**src/rtl/store_unit_if.sv**
```systemverilog
// Store-unit bus bundle: execute-side store request, data-memory write port and load-hazard probe.
// master = environment (execute stage + memory), slave = store_unit.
interface store_unit_if;
  logic        st_valid;
  logic        st_ready;
  logic [31:0] st_addr;
  logic [31:0] st_data;
  logic [2:0]  st_funct3;
  logic        dmem_req;
  logic [31:0] dmem_addr;
  logic [31:0] dmem_wdata;
  logic [3:0]  dmem_we;
  logic        dmem_ack;
  logic [31:0] ld_check_addr;
  logic        ld_hazard;
  logic        misalign;
  logic        empty;

  modport master (
    output st_valid, st_addr, st_data, st_funct3, dmem_ack, ld_check_addr,
    input  st_ready, dmem_req, dmem_addr, dmem_wdata, dmem_we, ld_hazard, misalign, empty
  );

  modport slave (
    input  st_valid, st_addr, st_data, st_funct3, dmem_ack, ld_check_addr,
    output st_ready, dmem_req, dmem_addr, dmem_wdata, dmem_we, ld_hazard, misalign, empty
  );
endinterface

```
**src/rtl/store_unit.sv**
```systemverilog
// In-order store buffer: encodes SB/SH/SW into lane-aligned words and drains one per dmem_ack.
// STORE_MISALIGN_CHECK_EN: reject misaligned SH/SW and pulse misalign for one cycle.
module store_unit #(
  parameter int DEPTH = 2
) (
  input  logic        clk,
  input  logic        reset,
  store_unit_if.slave bus
);
  localparam int PW = $clog2(DEPTH);

  typedef enum logic {S_IDLE, S_ISSUE} state_t;

  state_t        r_state;
  state_t        w_state_nxt;
  logic [PW:0]   r_count;
  logic [PW-1:0] r_wptr;
  logic [PW-1:0] r_rptr;
  logic [31:0]   r_addr [DEPTH];
  logic [31:0]   r_data [DEPTH];
  logic [3:0]    r_mask [DEPTH];

  logic        w_legal;
  logic        w_misaligned;
  logic        w_push;
  logic        w_pop;
  logic        w_hazard;
  logic [31:0] w_enc_data;
  logic [3:0]  w_enc_mask;
  logic        w_unused;

  assign bus.st_ready = (r_count < (PW+1)'(DEPTH));
  assign bus.empty    = (r_count == '0);
  assign w_legal      = (bus.st_funct3 == 3'b000) || (bus.st_funct3 == 3'b001) ||
                        (bus.st_funct3 == 3'b010);
  assign w_push       = bus.st_valid && bus.st_ready && w_legal && !w_misaligned;
  assign w_pop        = bus.dmem_ack && (r_state == S_ISSUE);
  assign w_unused     = &{1'b0, bus.ld_check_addr[1:0]};

`ifdef STORE_MISALIGN_CHECK_EN
  logic r_misalign;

  assign w_misaligned = ((bus.st_funct3 == 3'b001) && bus.st_addr[0]) ||
                        ((bus.st_funct3 == 3'b010) && (bus.st_addr[1:0] != 2'b00));

  always_ff @(posedge clk) begin
    if (reset) r_misalign <= 1'b0;
    else       r_misalign <= bus.st_valid && bus.st_ready && w_misaligned;
  end

  assign bus.misalign = r_misalign;
`else
  assign w_misaligned = 1'b0;
  assign bus.misalign = 1'b0;
`endif

  // Replicate the source bytes across all lanes; the mask picks the live ones.
  always_comb begin
    w_enc_mask = 4'b1111;
    w_enc_data = bus.st_data;
    case (bus.st_funct3)
      3'b000: begin
        w_enc_mask = 4'b0001 << bus.st_addr[1:0];
        w_enc_data = {4{bus.st_data[7:0]}};
      end
      3'b001: begin
        w_enc_mask = 4'b0011 << {bus.st_addr[1], 1'b0};
        w_enc_data = {2{bus.st_data[15:0]}};
      end
      default: ;
    endcase
  end

  always_ff @(posedge clk) begin
    if (!reset && w_push) begin
      r_addr[r_wptr] <= {bus.st_addr[31:2], 2'b00};
      r_data[r_wptr] <= w_enc_data;
      r_mask[r_wptr] <= w_enc_mask;
    end
  end

  always_ff @(posedge clk) begin
    if (reset) begin
      r_count <= '0;
      r_wptr  <= '0;
      r_rptr  <= '0;
    end else begin
      if (w_push) r_wptr <= r_wptr + PW'(1);
      if (w_pop)  r_rptr <= r_rptr + PW'(1);
      case ({w_push, w_pop})
        2'b10:   r_count <= r_count + (PW+1)'(1);
        2'b01:   r_count <= r_count - (PW+1)'(1);
        default: ;
      endcase
    end
  end

  always_ff @(posedge clk) begin
    if (reset) r_state <= S_IDLE;
    else       r_state <= w_state_nxt;
  end

  always_comb begin
    w_state_nxt = r_state;
    case (r_state)
      S_IDLE:  if (w_push) w_state_nxt = S_ISSUE;
      S_ISSUE: if (w_pop && (r_count == (PW+1)'(1)) && !w_push) w_state_nxt = S_IDLE;
      default: w_state_nxt = S_IDLE;
    endcase
  end

  always_comb begin
    bus.dmem_req   = 1'b0;
    bus.dmem_addr  = '0;
    bus.dmem_wdata = '0;
    bus.dmem_we    = '0;
    if (r_state == S_ISSUE) begin
      bus.dmem_req   = 1'b1;
      bus.dmem_addr  = r_addr[r_rptr];
      bus.dmem_wdata = r_data[r_rptr];
      bus.dmem_we    = r_mask[r_rptr];
    end
  end

  // An entry is live when its distance from the read pointer is below the count.
  always_comb begin
    w_hazard = 1'b0;
    for (int i = 0; i < DEPTH; i++) begin : g_hz
      logic [PW-1:0] off;
      off = PW'(i) - r_rptr;
      if (({1'b0, off} < r_count) && (r_addr[i][31:2] == bus.ld_check_addr[31:2]))
        w_hazard = 1'b1;
    end
  end

  assign bus.ld_hazard = w_hazard;
endmodule

```
**src/flat_wrapper.sv**
```systemverilog
// flat-port wrapper written by rule: the top's interface ports become plain ports
module store_unit_flat 
#(
  parameter int DEPTH = 2
)
  (clk, reset, bus_st_valid, bus_st_addr, bus_st_data, bus_st_funct3, bus_dmem_ack, bus_ld_check_addr, bus_st_ready, bus_dmem_req, bus_dmem_addr, bus_dmem_wdata, bus_dmem_we, bus_ld_hazard, bus_misalign, bus_empty);
  store_unit_if bus_i ();
  input  logic clk;
  input  logic reset;
  input wire logic [$bits(bus_i.st_valid)-1:0] bus_st_valid;
  input wire logic [$bits(bus_i.st_addr)-1:0] bus_st_addr;
  input wire logic [$bits(bus_i.st_data)-1:0] bus_st_data;
  input wire logic [$bits(bus_i.st_funct3)-1:0] bus_st_funct3;
  input wire logic [$bits(bus_i.dmem_ack)-1:0] bus_dmem_ack;
  input wire logic [$bits(bus_i.ld_check_addr)-1:0] bus_ld_check_addr;
  output wire logic [$bits(bus_i.st_ready)-1:0] bus_st_ready;
  output wire logic [$bits(bus_i.dmem_req)-1:0] bus_dmem_req;
  output wire logic [$bits(bus_i.dmem_addr)-1:0] bus_dmem_addr;
  output wire logic [$bits(bus_i.dmem_wdata)-1:0] bus_dmem_wdata;
  output wire logic [$bits(bus_i.dmem_we)-1:0] bus_dmem_we;
  output wire logic [$bits(bus_i.ld_hazard)-1:0] bus_ld_hazard;
  output wire logic [$bits(bus_i.misalign)-1:0] bus_misalign;
  output wire logic [$bits(bus_i.empty)-1:0] bus_empty;
  assign bus_i.st_valid = bus_st_valid;
  assign bus_i.st_addr = bus_st_addr;
  assign bus_i.st_data = bus_st_data;
  assign bus_i.st_funct3 = bus_st_funct3;
  assign bus_i.dmem_ack = bus_dmem_ack;
  assign bus_i.ld_check_addr = bus_ld_check_addr;
  assign bus_st_ready = bus_i.st_ready;
  assign bus_dmem_req = bus_i.dmem_req;
  assign bus_dmem_addr = bus_i.dmem_addr;
  assign bus_dmem_wdata = bus_i.dmem_wdata;
  assign bus_dmem_we = bus_i.dmem_we;
  assign bus_ld_hazard = bus_i.ld_hazard;
  assign bus_misalign = bus_i.misalign;
  assign bus_empty = bus_i.empty;
  store_unit #(.DEPTH(DEPTH)) u_core (.clk(clk), .reset(reset), .bus(bus_i));
endmodule
```
**config.mk**
```make
export PLATFORM = sky130hd
export DESIGN_NAME = store_unit_flat
export DESIGN_NICKNAME = d
export VERILOG_FILES = /design/src/rtl/store_unit_if.sv /design/src/rtl/store_unit.sv /design/src/flat_wrapper.sv
export SDC_FILE = /design/constraint.sdc
export NUM_CORES = 1
export LEC_CHECK = 0
export ABC_AREA = 1
export BUFFER_PORTS_ARGS = -buffer_cell sky130_fd_sc_hd__buf_2
export CAP_MARGIN = 15
export CORE_ASPECT_RATIO = 1.5
export CORE_MARGIN = 4
export CORE_UTILIZATION = 46
export CTS_BUF_LIST = sky130_fd_sc_hd__clkbuf_16
export CTS_CLUSTER_SIZE = 8
export DETAILED_ROUTE_END_ITERATION = 12
export GPL_ROUTABILITY_DRIVEN = 0
export MAX_ROUTING_LAYER = met4
export PLACE_DENSITY = 0.81
export REMOVE_ABC_BUFFERS = 1
export SYNTH_ARGS = -nofsm -noshare
export SYNTH_HDL_FRONTEND = slang
export SYNTH_SLANG_ARGS = --single-unit
```
**constraint.sdc**
```tcl
create_clock -name clk -period 7.68 [get_ports clk]
set_input_delay 0 -clock clk [delete_from_list [all_inputs] [get_ports clk]]
set_output_delay 0 -clock clk [all_outputs]
set_load 0.1 [all_outputs]
```
[After elaboration in Yosys (flattened, before gate mapping)]
Memories as Yosys holds them, arrays and structs flattened. A register that Yosys moved wholly into a read port is not among the register bits.
Cells that the tools add are included.
Storage, ports and cells
  bits in writable memories: 132
  logic and storage cells: 61
  memories: 3
  register bits: 5
  input port bits: 103
Operators by class
  $lt $le $gt $ge: 3
  $add $sub $neg: 6
  mux-type cells: 20
  eq/ne operators: 7
  bitwise gates (word level): 1
  reductions and logical operators: 15
  shift operators: 2
Memory list
  u_core.r_data: depth 2, bits a word 32, rd ports 1, clocked after memory_dff 1, write ports 1, line store_unit.sv:20  | logic [31:0] r_data [DEPTH];
  u_core.r_addr: depth 2, bits a word 30, rd ports 3, clocked after memory_dff 1, write ports 1, line store_unit.sv:19  | logic [31:0] r_addr [DEPTH];
  u_core.r_mask: depth 2, bits a word 4, rd ports 1, clocked after memory_dff 1, write ports 1, line store_unit.sv:21  | logic [3:0] r_mask [DEPTH];
Operator list (number)
  32-bit two-way mux: 2
  32-bit case mux with 2 select lines: 1
  30-bit equality test: 2
  1-bit two-way mux: 13
  1-bit logical AND: 8
  4-bit case mux with 2 select lines: 1
  2-bit by 1-bit equality test with 1-bit output, second input constant: 2
  1-bit by 2-bit less-than comparator with 1-bit output: 2
  4-bit two-way mux: 1
  2-bit case mux with 2 select lines: 1
  1-bit by 2-bit << shifter with 4-bit output, first input constant: 1
  2-bit by 2-bit << shifter with 4-bit output, first input constant: 1
  3-bit by 1-bit equality test with 1-bit output, second input constant: 1
  3-bit by 2-bit equality test with 1-bit output, second input constant: 1
  3-bit zero test: 1
  1-bit adder, second input constant: 2
  2-bit by 1-bit adder with 2-bit output, second input constant: 1
  2-bit equality test, second input constant: 1
  1-bit zero test: 2
  2-bit zero test: 1
  1-bit logical OR: 2
  2-bit less-than comparator, second input constant: 1
  1-bit case mux with 2 select lines: 1
  2-bit nonzero test: 1
  other kinds (3): 4

[Logic depth before layout (Yosys ltp)]
  depth in word-level cells: 8
  mapped depth: 9
  gate-level depth less buffers: 9

[Worst setup path after synthesis]
OpenSTA, ideal clock, no wires.
  kind: register -> register
  start point: reg u_core.r_count[1]
  end point: mem u_core.r_addr[0][0] (netlist bit) (enable)
  path buffers: 0
  cell stages (with the launch flop): 5
  period minus slack after synthesis: 4.715 ns
  slack: 2.965 ns
  setup time: 0.490 ns
  arrival time: 4.225 ns
  data required time: 7.190 ns
  cells stage by stage: dfxtp_1 inv_1 nand3_2 or2_4 nor2_1
On the way
  longest elaborated chain between the ends: 6
Ends and longest elaborated chain
  start, declared: line store_unit.sv:16  | logic [PW:0] r_count;
  start signal, assigned: line store_unit.sv:91  | 2'b10: r_count <= r_count + (PW+1)'(1);
  start signal, assigned: line store_unit.sv:92  | 2'b01: r_count <= r_count - (PW+1)'(1);
  2-bit less-than comparator: line store_unit.sv:32  | assign bus.st_ready = (r_count < (PW+1)'(DEPTH));
  named net bus_st_ready: line flat_wrapper.sv:16  | output wire logic [$bits(bus_i.st_ready)-1:0] bus_st_ready;
  1-bit logical AND (2 in a row): line store_unit.sv:36  | assign w_push = bus.st_valid && bus.st_ready && w_legal && !w_misaligned;
  1-bit logical AND: line store_unit.sv:75  | if (!reset && w_push) begin
  1-bit two-way mux: line store_unit.sv:75
  1-bit two-way mux (not written as such): line store_unit.sv:76  | r_addr[r_wptr] <= {bus.st_addr[31:2], 2'b00};
  end, declared: line store_unit.sv:19
The timed path passes the listed nets, and every way through them passes these cells.

[Final worst setup path]
  start point: reg u_core.r_count[1]
  end point: mem u_core.r_data[1][29] (enable)
On the way
  longest elaborated chain between the ends: 6
Ends and longest elaborated chain
  2-bit less-than comparator: line store_unit.sv:32
  1-bit logical AND (2 in a row): line store_unit.sv:36
  1-bit logical AND: line store_unit.sv:75
  1-bit two-way mux: line store_unit.sv:75
  1-bit two-way mux (not written as such): line store_unit.sv:77  | r_data[r_wptr] <= w_enc_data;
  end, declared: line store_unit.sv:20
No other way between the ends.

==> results.ini <==
[die]
num_rows=52
die_h_um=152.4
initial_core_util=0.4704
dieArea_sq_um=15890
coreArea_sq_um=13600
die-width_um=104.3
io_pins=176

[clock_network]
cts_sinks=138
post-cts-setup-buffer-count=0
cts_buffers=17
path_clk_slew_ps=60
cts_buffer_depth=2
cts_resized=0
htree_levels=4
root_buffer=clkbuf_16
clk_latency_ps=410
cts_hold_buf=62
cts_tree=yes

[power]
combPwrFrac=0.172
p_clk_frac=0.388
cellPowerDensity_nw_per_um2=227.4
ir_worst_vdd_uv=167.9
leakage_nw=3.635
p_int_mw=1.379
total_power_mw=1.948
power_switching_uw=569.0
p_seq_frac=0.440
switching_share=0.2921

[yosys]
synth_ff_type=edfxtp_1
synth_cells=618
synth_edf_count=132
synth-seq-cells=138
yosysSeqAreaShare=0.6385
synth_top_cell_area_share=0.6197
yosys_warnings=0
ys_types=24
yosysTopAreaCell=edfxtp_1
synth_common_cells=143 x nor2_1, 132 x edfxtp_1, 114 x nand2_1, 79 x o21ai_0, 50 x xnor2_1
async_reset_ff_frac=0
netlist_area_sq_um=6396
yosys-top-cells-area=edfxtp_1 62%, nor2_1 8.4%, xnor2_1 6.8%
syn_area_per_cell_sq_um=10.35
synth.most_common_cell=nor2_1

[timing]
fin_crit_ps=2646
clock.fmax_mhz=377.9
fin_worst_skew_ps=9.562
relSlewSlack=0.3487
rsz0062_at_grt=false
setup_viol=0
final-hold-violation-count=0
finalMaxSlewViolations=0
tns_ps=0
worst_pin_slew_ps=974.7
period_share=0.3446

[drt]
drtPass1Iterations=4
antenna_left=0
first_iter_violations=239
wirelength_um=16650
top_layer=met4
wl_per_cell_um=16.24
dr_wl_met3_um=984
vias_per_cell=5.060
dr_wl_met2_um=9171
wl_met1_um=6093
vias=5186
drc_errors=0

[flow_run]
max_cap_violations=0

[hold_path]
holdCritPathClass=primary input to flip-flop

[placement]
dp_hpwl_um=9974
io_buffers=170
placed_area_sq_um=7371
dp_cells=929

[grt]
grt_max_degree=71
grt-ovfl-total=0
antenna_found_initial=1
grt_pass1_vias=5576
grt_pass1_wl_um=26460
track_usage=0.2141

[setup_path]
worst_setup_path_end_kind=flip-flop
cp-start-kind=flip-flop
cp.required_ps=7720
worstSetupPathType=flip-flop to flip-flop
cp_data_arrival_time_ps=2690
crit_fanout=35

[cells_and_area]
drive_above_1_share=0.2494
nNetsFinal=955
final_cell_area_sq_um=8567
final_cells=1025
area_growth_pct=33.94

[run_status]
status=completed

-- layer usage --
layer	vias up	GRT usage
met3	32	0.04197
met4	0	0.08302
met1	2420	0.2160
met2	216	0.4008
met5	-	-
li1	2518	-
-- path summary, 6_finish.rpt --
kind,startpoint,end,slack (ps),cells after the start
setup / recovery,u_core.r_count[1]$_SDFFE_PP0P_,u_core.r_data[1][29]$_DFFE_PP_,5030,5
hold / removal,bus_st_data[9],u_core.r_data[1][25]$_DFFE_PP_,30,3
setup reg to reg,u_core.r_count[1]$_SDFFE_PP0P_,u_core.r_data[1][29]$_DFFE_PP_,5030,5
hold reg to reg,u_core.r_wptr$_SDFFE_PP0P_,u_core.r_wptr$_SDFFE_PP0P_,520,1
-- flip-flops by register name (all words and copies together), names as in the netlist, named ones only --
name / cells
u_core.r_data: 64
u_core.r_addr: 60
u_core.r_mask: 8
u_core.r_count: 2
u_core.r_rptr: 1
u_core.r_state: 1
u_core.r_wptr: 1
-- placed cells by master, fill, tap and decap left out, types with 2 or more instances in the layout --
master	Yosys	layout
inv_6	0	4
edfxtp_1	132	132
clkbuf_16	0	17
dfxtp_2	0	2
clkinvlp_4	0	5
inv_2	2	2
nor2_1	143	141
conb_1	1	3
nand2_1	114	114
dlygate4sd3_1	0	62
a21oi_1	11	11
o21ai_0	79	79
dfxtp_1	6	4
inv_1	31	33
ha_1	3	3
buf_4	4	4
xnor2_1	50	50
buf_2	7	170
o211ai_1	7	7
xor2_1	5	5
nor2_4	2	4
-- cell families after synthesis --
logic type,Yosys count,synth area share
other cells,1,0.0005863
compound gates,99,0.08138
xor+xnor,55,0.07531
simple gates,262,0.1581
fa+ha+maj,3,0.005869
flops,138,0.6385
buf+inv,60,0.04030
-- stage by stage --
step / utilization / hold slack (ps) / setup WS [ps]
6_report: 0.6300 / 32.53 / 5034
5_1_grt: 0.6300 / 57.00 / 4885
4_1_cts: 0.6284 / 6.938 / 4990
3_5_place_dp: 0.5421 / 191.5 / 5003
3_3_place_gp: 0.5421 / 187.7 / 5051
2_1_floorplan: - / 69.07 / 2965
-- final cells by class --
class / instances / area, sq um
clock inverters: 15 / 127.6
fillers: 1036 / 5031
inverters: 33 / 123.9
multi-input cells: 422 / 2077
flip-flops and latches: 138 / 4086
repair buffers: 237 / 1521
well taps: 162 / 202.7
clock buffers: 17 / 425.4
diodes: 1 / 2.502
-- worst max-delay path, cell delays in order, from the launching register on --
cell     delay [ps]
dfxtp_1         300
inv_1           180
nand3_2         160
or2_4           290
nor2_4          740
buf_4           570
-- power groups by stage --
stage          sequential [mW]  combinational, mW  clock [mW]
2_1_floorplan            0.877              0.219           0
3_3_place_gp             0.875              0.298           0
3_5_place_dp             0.876              0.302           0
4_1_cts                  0.860              0.328       0.766
5_1_grt                  0.857              0.357       0.803
6_report                 0.856              0.336       0.756
Note: power is estimated with default switching activity, not from simulation.
